==> config.mk <==
export PLATFORM = sky130hd
export DESIGN_NAME = uart_rx_os
export DESIGN_NICKNAME = d
export VERILOG_FILES = /design/src/rtl/uart_rx_os.sv
export SDC_FILE = /design/constraint.sdc
export NUM_CORES = 1
export LEC_CHECK = 0
export CELL_PAD_IN_SITES_DETAIL_PLACEMENT = 0
export CELL_PAD_IN_SITES_GLOBAL_PLACEMENT = 1
export CORE_ASPECT_RATIO = 0.9
export CORE_MARGIN = 5
export CORE_UTILIZATION = 40
export CTS_CLUSTER_SIZE = 25
export DETAILED_ROUTE_END_ITERATION = 8
export GPL_ROUTABILITY_DRIVEN = 0
export GPL_TIMING_DRIVEN = 0
export HOLD_SLACK_MARGIN = 0.08
export PLACE_DENSITY_LB_ADDON = 0.1
export SETUP_SLACK_MARGIN = 0.1
export SKIP_CTS_REPAIR_TIMING = 1
export SYNTH_ARGS = -nofsm -noshare
export SYNTH_HDL_FRONTEND = slang
export SYNTH_SLANG_ARGS = --single-unit
export TNS_END_PERCENT = 5
==> constraint.sdc <==
create_clock -name clk -period 1.9 [get_ports clk]
set_input_delay 0.285 -clock clk [delete_from_list [all_inputs] [get_ports clk]]
set_output_delay 0.285 -clock clk [all_outputs]
set_load 0.01 [all_outputs]
==> src/rtl/uart_rx_os.sv <==
// 16x-oversampling UART receiver: synchronises the line, locks the sample phase to the
// start edge, majority-votes each bit at mid-bit and reports one byte or error per frame.
module uart_rx_os #(
  parameter int unsigned CLK_FREQ   = 50000000,
  parameter int unsigned BAUD       = 115200,
  parameter int unsigned OVERSAMPLE = 16,
  parameter int unsigned DATA_BITS  = 8,
  parameter int unsigned PARITY     = 0
) (
  input  logic                 clk,
  input  logic                 reset,
  input  logic                 i_Rx_Serial,
  output logic [DATA_BITS-1:0] o_Rx_Data,
  output logic                 o_Rx_Valid,
  output logic                 o_Frame_Err,
  output logic                 o_Parity_Err,
  output logic                 o_Busy
);

  localparam int unsigned DIV   = (CLK_FREQ + (BAUD * OVERSAMPLE) / 2) / (BAUD * OVERSAMPLE);
  localparam int unsigned TW    = (DIV > 1) ? $clog2(DIV) : 1;
  localparam int unsigned SW    = $clog2(OVERSAMPLE);
  localparam int unsigned BW    = (DATA_BITS > 1) ? $clog2(DATA_BITS) : 1;
  // Sample k is the rx_s value at the start of tick period k, so the three votes are
  // captured on the ticks that close periods k-1 for k = OS/2-1, OS/2, OS/2+1.
  localparam int unsigned S_A   = OVERSAMPLE / 2 - 2;
  localparam int unsigned S_B   = OVERSAMPLE / 2 - 1;
  localparam int unsigned S_C   = OVERSAMPLE / 2;
  localparam int unsigned S_END = OVERSAMPLE - 1;

  typedef enum logic [2:0] {
    IDLE      = 3'd0,
    START     = 3'd1,
    DATA      = 3'd2,
    PAR       = 3'd3,
    STOP      = 3'd4,
    WAIT_HIGH = 3'd5
  } state_e;

  state_e state_q, state_d;

  logic                 rx_meta_q, rx_s_q, rx_prev_q;
  logic [1:0]           fill_q;
  logic                 armed_q;
  logic [TW-1:0]        tick_cnt_q;
  logic [SW-1:0]        samp_q;
  logic [1:0]           votes_q;
  logic [BW-1:0]        bit_cnt_q;
  logic [DATA_BITS-1:0] shift_q;
  logic                 par_err_q;

  logic tick_c, start_edge_c, at_mid_c, at_end_c, bit_c, last_bit_c;
  logic valid_c, frame_err_c, parity_err_c, busy_c;

  // Shared decode of the tick/sample position within the current bit.
  always_comb begin
    tick_c       = (tick_cnt_q == TW'(DIV - 1));
    start_edge_c = (state_q == IDLE) && armed_q && rx_prev_q && !rx_s_q;
    at_mid_c     = tick_c && (samp_q == SW'(S_C));
    at_end_c     = tick_c && (samp_q == SW'(S_END));
    bit_c        = (votes_q[0] & votes_q[1]) | (votes_q[0] & rx_s_q) | (votes_q[1] & rx_s_q);
    last_bit_c   = (bit_cnt_q == BW'(DATA_BITS - 1));
  end

  // State register.
  always_ff @(posedge clk) begin
    if (reset) begin
      state_q <= IDLE;
    end else begin
      state_q <= state_d;
    end
  end

  // Next-state logic.
  always_comb begin
    state_d = state_q;
    case (state_q)
      IDLE: begin
        if (start_edge_c) state_d = START;
      end
      START: begin
        if (at_mid_c && bit_c) state_d = IDLE;
        else if (at_end_c)     state_d = DATA;
      end
      DATA: begin
        if (at_end_c && last_bit_c) state_d = (PARITY != 0) ? PAR : STOP;
      end
      PAR: begin
        if (at_end_c) state_d = STOP;
      end
      STOP: begin
        if (at_mid_c) state_d = bit_c ? IDLE : WAIT_HIGH;
      end
      WAIT_HIGH: begin
        if (rx_s_q) state_d = IDLE;
      end
      default: state_d = IDLE;
    endcase
  end

  // Output decode; the strobes and busy are registered below.
  always_comb begin
    valid_c      = 1'b0;
    frame_err_c  = 1'b0;
    parity_err_c = 1'b0;
    if ((state_q == STOP) && at_mid_c) begin
      if (!bit_c)        frame_err_c  = 1'b1;
      else if (par_err_q) parity_err_c = 1'b1;
      else               valid_c      = 1'b1;
    end
    busy_c = (state_d == START) || (state_d == DATA) || (state_d == PAR) || (state_d == STOP);
  end

  always_ff @(posedge clk) begin
    if (reset) begin
      rx_meta_q    <= 1'b1;
      rx_s_q       <= 1'b1;
      rx_prev_q    <= 1'b1;
      fill_q       <= 2'b00;
      armed_q      <= 1'b0;
      tick_cnt_q   <= '0;
      samp_q       <= '0;
      votes_q      <= 2'b11;
      bit_cnt_q    <= '0;
      shift_q      <= '0;
      par_err_q    <= 1'b0;
      o_Rx_Data    <= '0;
      o_Rx_Valid   <= 1'b0;
      o_Frame_Err  <= 1'b0;
      o_Parity_Err <= 1'b0;
      o_Busy       <= 1'b0;
    end else begin
      rx_meta_q <= i_Rx_Serial;
      rx_s_q    <= rx_meta_q;
      rx_prev_q <= rx_s_q;
      // A line held low through reset must be seen high before a fall counts as a start.
      fill_q    <= {fill_q[0], 1'b1};
      if (fill_q[1] && rx_s_q) armed_q <= 1'b1;

      if (start_edge_c || tick_c) tick_cnt_q <= '0;
      else                        tick_cnt_q <= tick_cnt_q + TW'(1);

      if (start_edge_c)  samp_q <= '0;
      else if (at_end_c) samp_q <= '0;
      else if (tick_c)   samp_q <= samp_q + SW'(1);

      if (tick_c && (samp_q == SW'(S_A))) votes_q[0] <= rx_s_q;
      if (tick_c && (samp_q == SW'(S_B))) votes_q[1] <= rx_s_q;

      if (start_edge_c)                       bit_cnt_q <= '0;
      else if ((state_q == DATA) && at_end_c) bit_cnt_q <= bit_cnt_q + BW'(1);

      if ((state_q == DATA) && at_mid_c) shift_q <= {bit_c, shift_q[DATA_BITS-1:1]};

      if (start_edge_c) begin
        par_err_q <= 1'b0;
      end else if ((state_q == PAR) && at_mid_c) begin
        par_err_q <= ((^shift_q) ^ bit_c) != (PARITY == 2);
      end

      o_Rx_Valid   <= valid_c;
      o_Frame_Err  <= frame_err_c;
      o_Parity_Err <= parity_err_c;
      o_Busy       <= busy_c;
      if (valid_c) o_Rx_Data <= shift_q;
    end
  end

endmodule
### After elaboration in Yosys (flattened, before gate mapping)

Cells that the tools add are included.

| storage, ports and cells | value |
|---|---|
| bits in registers | 44 |
| input port bits | 3 |
| output and inout port bits | 12 |
| logic and storage cells | 86 |

| operators by class | value |
|---|---|
| add/sub/neg operators | 3 |
| equality and inequality tests | 15 |
| muxes and demuxes | 15 |
| bitwise logic cells | 8 |
| reduce and logical (&&, ||, !) cells | 26 |

Operators with widths:

| cell | number |
|---|---|
| $mux W3 | 8 |
| $pmux W3 S6 | 1 |
| $logic_and A1 B1 Y1 | 14 |
| $eq A3 B2 Y1 const B | 4 |
| $eq A3 B3 Y1 const B | 4 |
| $eq A4 B3 Y1 const B | 2 |
| $eq A4 B4 Y1 const B | 2 |
| $reduce_xor A8 Y1 | 1 |
| $eq A3 B1 Y1 const B | 2 |
| $mux W1 | 6 |
| $reduce_or A2 Y1 | 3 |
| $reduce_or A3 Y1 | 2 |
| $add A5 B1 Y5 const B | 1 |
| $eq A5 B5 Y1 const B | 1 |
| $add A4 B1 Y4 const B | 1 |
| $logic_or A1 B1 Y1 | 4 |
| $add A3 B1 Y3 const B | 1 |
| $and A1 B1 Y1 | 3 |
| $logic_not A3 Y1 | 1 |
| $not A1 Y1 | 2 |
| $or A1 B1 Y1 | 2 |
| $logic_not A1 Y1 | 1 |
| $xor A1 B1 Y1 | 1 |

### Logic depth before layout (Yosys ltp)

| depth | value |
|---|---|
| word-level depth | 10 |
| mapped depth | 8 |
| mapped depth without buffers | 7 |

### Worst setup path before layout

No wires, ideal clock.

| timing | value |
|---|---|
| path type | flip-flop to flip-flop |
| start | reg tick_cnt_q[0] |
| end | reg o_Busy |
| library setup time | 59 ps |
| arrival time | 1711 ps |
| data required time | 1841 ps |
| path slack | 130 ps |
| cell stages (with the launch flop) | 8 |
| buffers on the path | 0 |
| period minus slack after synthesis | 1770 ps |
| cell sequence | dfxtp_1 inv_1 ha_1 nand4b_4 or4_1 a21o_1 a211oi_1 a31o_1 |

| on the way | value |
|---|---|
| word-level cells in the longest chain between the ends | 9 |
| elaborated cells on any way between the ends | 18 |
| those cells by class | 5 x eq/ne; 6 x mux; 7 x reduce/logical |

Ends and longest elaborated chain:

| what | RTL line | text |
|---|---|---|
| start: declaration | 45 | `logic [TW-1:0] tick_cnt_q;` |
| start signal: assignment | 141 | `else tick_cnt_q <= tick_cnt_q + TW'(1);` |
| $eq A5 B5 Y1 (*) | 57 | `tick_c = (tick_cnt_q == TW'(DIV - 1));` |
| $logic_and A1 B1 Y1 (on tied branches) | 60, 59 |  |
| $mux W3, or another cell as far along | 83 | `else if (at_end_c) state_d = DATA;` |
| $mux W3 (on tied branches) | 82, 86 |  |
| $pmux W3 S6 (*) | 77 | `case (state_q)` |
| $eq A3 B1 Y1 or $eq A3 B2 Y1 (tied branches) | 111 | `busy_c = (state_d == START) \|\| (state_d == DATA) \|\| (state_d == PAR) \|\| (state_d == STOP);` |
| $logic_or A1 B1 Y1 (2 in a row) | 111 |  |
| $logic_or A1 B1 Y1 (*) | 111 |  |
| end signal: assignment | 164 | `o_Busy <= busy_c;` |
| end: declaration | 17 | `output logic o_Busy` |

Mark *: on every way between the ends. The rest lies on a longest branch, timed or not.
A chain may end at the register's enable or synchronous reset.

### Worst setup path in the final report

| timing | value |
|---|---|
| start | reg tick_cnt_q[1] |
| end | reg o_Busy |

Same word-level chain as after synthesis.

==> results <==
-- logic make-up after synthesis --
group	synth area share, %
AO/OA/AOI/OAI	5.640
XOR/XNOR	6.230
adder cells (fa/ha/maj)	5.115
multiplexers	9.967
flip-flops	46.16
buffers and inverters	3.148
AND/OR/NAND/NOR	23.74
-- how the worst min path moves through the flow --
stage | end | slack, ns | start
after CTS | fill_q[1] | 0.19 | reset
after global routing | fill_q[1] | 0.19 | reset
after floorplan | rx_meta_q | 0.39 | i_Rx_Serial
after global placement | rx_s_q | 0.39 | rx_meta_q
after detailed placement | rx_s_q | 0.41 | rx_meta_q
final | fill_q[1] | 0.20 | reset
-- flip-flops by register name, indices dropped and copies added (netlist names), 2 cells and up --
register,cells
o_Rx_Data,8
bit_cnt_q,3
tick_cnt_q,5
votes_q,2
fill_q,2
samp_q,4
shift_q,8
state_q,3
-- power by group through the flow --
stage                     Sequential [mW]  Combinational (mW)  Clock [mW]
after floorplan                     0.963              0.0373           0
after global placement              0.964              0.0488           0
after detailed placement            0.965              0.0500           0
after CTS                           0.943              0.0503       0.766
after global routing                0.946              0.0630       0.804
final                               0.944              0.0554       0.745
-- layout make-up --
type / instances / area, um^2 / share of cell area (%)
plain buffers: 5 / 41.29 / 1.761
clock buffers: 6 / 82.58 / 3.522
clock inverters: 2 / 38.79 / 1.654
inverters: 6 / 22.52 / 0.9605
multi-input cells: 137 / 1025 / 43.70
flip-flops and latches: 44 / 884.6 / 37.73
well taps: 62 / 77.57 / 3.308
repair buffers: 17 / 172.7 / 7.364
-- per-layer routing --
layer	vias to the layer above	GRT usage (%)	share of wire (%)	wire length, um
met4	0	3.267	0.53	19
met3	4	3.351	2.3	82
met2	12	18.42	44	1579
li1	706	-	-	-
met5	-	0	0	0
met1	643	14.65	53	1878
-- stage by stage --
step | TNS (ns) | std cells | utilization [%] | total power, mW | setup WS [ns]
global placement | -0.4183 | 267 | 46.53 | 1.013 | -0.05680
floorplan | 0 | 192 | - | 1.000 | 0.1301
detailed placement | -0.6043 | 267 | 46.53 | 1.015 | -0.09629
global route | -0.03233 | 279 | 51.57 | 1.814 | -0.03233
finish | 0 | 279 | 51.57 | 1.744 | 0.04275
CTS | -0.8183 | 275 | 49.20 | 1.759 | -0.1193
-- placed cells by master (no fill, tap or decap), drive strengths merged, types with 5 or more instances in the layout --
cell / count
buf: 7
nand3: 10
nor2: 34
ha: 7
dfxtp: 44
clkdlybuf4s50: 13
inv: 6
a21oi: 5
nand2: 14
mux2i: 19
xnor2: 8
clkbuf: 8
==> impl_metrics.csv <==
group,metric,value,unit
setup_path,critical-path-top-delay-family,"compound AO/OA/AOI/OAI gates",
clock_tree,cts_inserted_buffers,5,
global_route,grt_util_all_layers,11.25,%
setup_path,path_buf_inv,1,
clock_tree,clock_latency,0.29,ns
min_path,min_path_type,"primary input to register",
cells_and_area,nNetsFinal,226,
synth,yosysMostFrequentCell,"dfxtp_1",
routing,first_pass_iters,4,
routing,route.detailed.drc,0,
status,status,"finished, final reports clean",
power_and_ir_drop,p_int,1.389,mW
setup_path,startpoint,"tick_cnt_q[1]",
cells_and_area,area_growth,22.89,%
routing,vias_per_cell,4.892,
timing,fmax,538.4,MHz
clock_tree,cts_buffer_depth,2,
setup_path,rr_worst_depth,7,
place,placement.io_buffers,13,
clock_tree,cts_tree,"yes",
timing,rsz0062_at_grt,"true",
setup_path,setup.worst_path.class,"register to register",
synth,synth-edff-count,0,
cells_and_area,nFillCells,448,
die,io_pins,15,
synth,syn-num-nets,202,
setup_path,cp.arrival,2.04,ns
clock_tree,ctsRootBufferMaster,"clkbuf_8",
timing,finalHoldViolCount,0,
timing,fin_crit,1.857,ns
power_and_ir_drop,vdd_drop_max,573.1,uV
synth,yosysWarnings,0,
clock_tree,clk_pin_slew,0.08,ns
timing,slew_headroom,63.98,%
routing,drt_first_iter_violations,80,
min_path,whs_path_depth,2,
timing,setup_violations,0,
setup_path,start_kind,"register",
setup_path,worstPathRequired,2.09,ns
power_and_ir_drop,p_sw_share,20.37,%
timing,tightest_slew,0.5362,ns
die,die_area,0.006253,mm^2
synth,syn_inst,192,
power_and_ir_drop,p_sw,0.3553,mW
place,place_area,0.002116,mm^2
global_route,overflow,0,
synth,synth_area,0.001908,mm^2
timing,worst_clock_skew,0.003578,ns
synth,ys.flop_type,"dfxtp_1",
routing,via_count,1365,
timing,post-route-period-util,97.75,%
synth,ys_seq_area_share,46.16,%
routing,wire_per_inst,12.76,um
global_route,grt_max_degree,15,
clock_tree,h-tree-depth,2,
setup_path,crit_path_end_kind,"register",
die,die_x,82.80,um
setup_path,path_depth,7,
timing,worst_hold_slack,0.1983,ns
power_and_ir_drop,seqPwrFrac,54.1,%
synth,synth_seq_cells,44,
global_route,antenna_found_initial,0,
cells_and_area,diodes,0,
routing,ant_nets,0,
setup_path,rrSetupSlack,0.04,ns
setup_path,reg2reg_to,"o_Busy",
flow_run,cap_violations,0,
setup_path,crit_end,"o_Busy",
power_and_ir_drop,power_leakage,0.9135,nW
power_and_ir_drop,combPwrFrac,3.2,%
setup_path,crit_chain,"ha_4, and4b_1, buf_6, nand4b_1, a311oi_2, a211oi_2, a31o_1",
synth,synth.avg_cell_area,9.938,um^2
synth,synth_cell_type_count,45,
synth,synth_top_area_share,46.16,%
die,start_util,41.96,%
routing,totalWireLength,3560,um
global_route,grt_pass1_vias,1255,
power_and_ir_drop,clkPwrFrac,42.7,%
synth,synth.area.top_cells,"dfxtp_1, mux2i_1, nor2_1",
place,post-dp-hpwl,2549,um
die,core_area,0.004547,mm^2
synth,async_flop_share,0,%
synth,yosysTopAreaCell,"dfxtp_1",
setup_path,slowest_delay,0.40,ns
die,rows,23,
cells_and_area,final_cell_area,0.002345,mm^2
global_route,grt_first_pass_wirelength,5616,um
setup_path,cp_max_fo,8,
synth,ys_top_cells_by_count,"dfxtp_1, nor2_1, mux2i_1",
setup_path,cp_slowest_cell,"dfxtp_1",
timing,slew_viol_final,0,
setup_path,timing.rr.start,"tick_cnt_q[1]",
cells_and_area,drive_gt1_share,17.51,%
die,die_y,75.52,um
power_and_ir_drop,power_density,744.0,mW/mm^2
clock_tree,cts_sinks,44,
No activity file was read; power rests on OpenSTA's default activity.
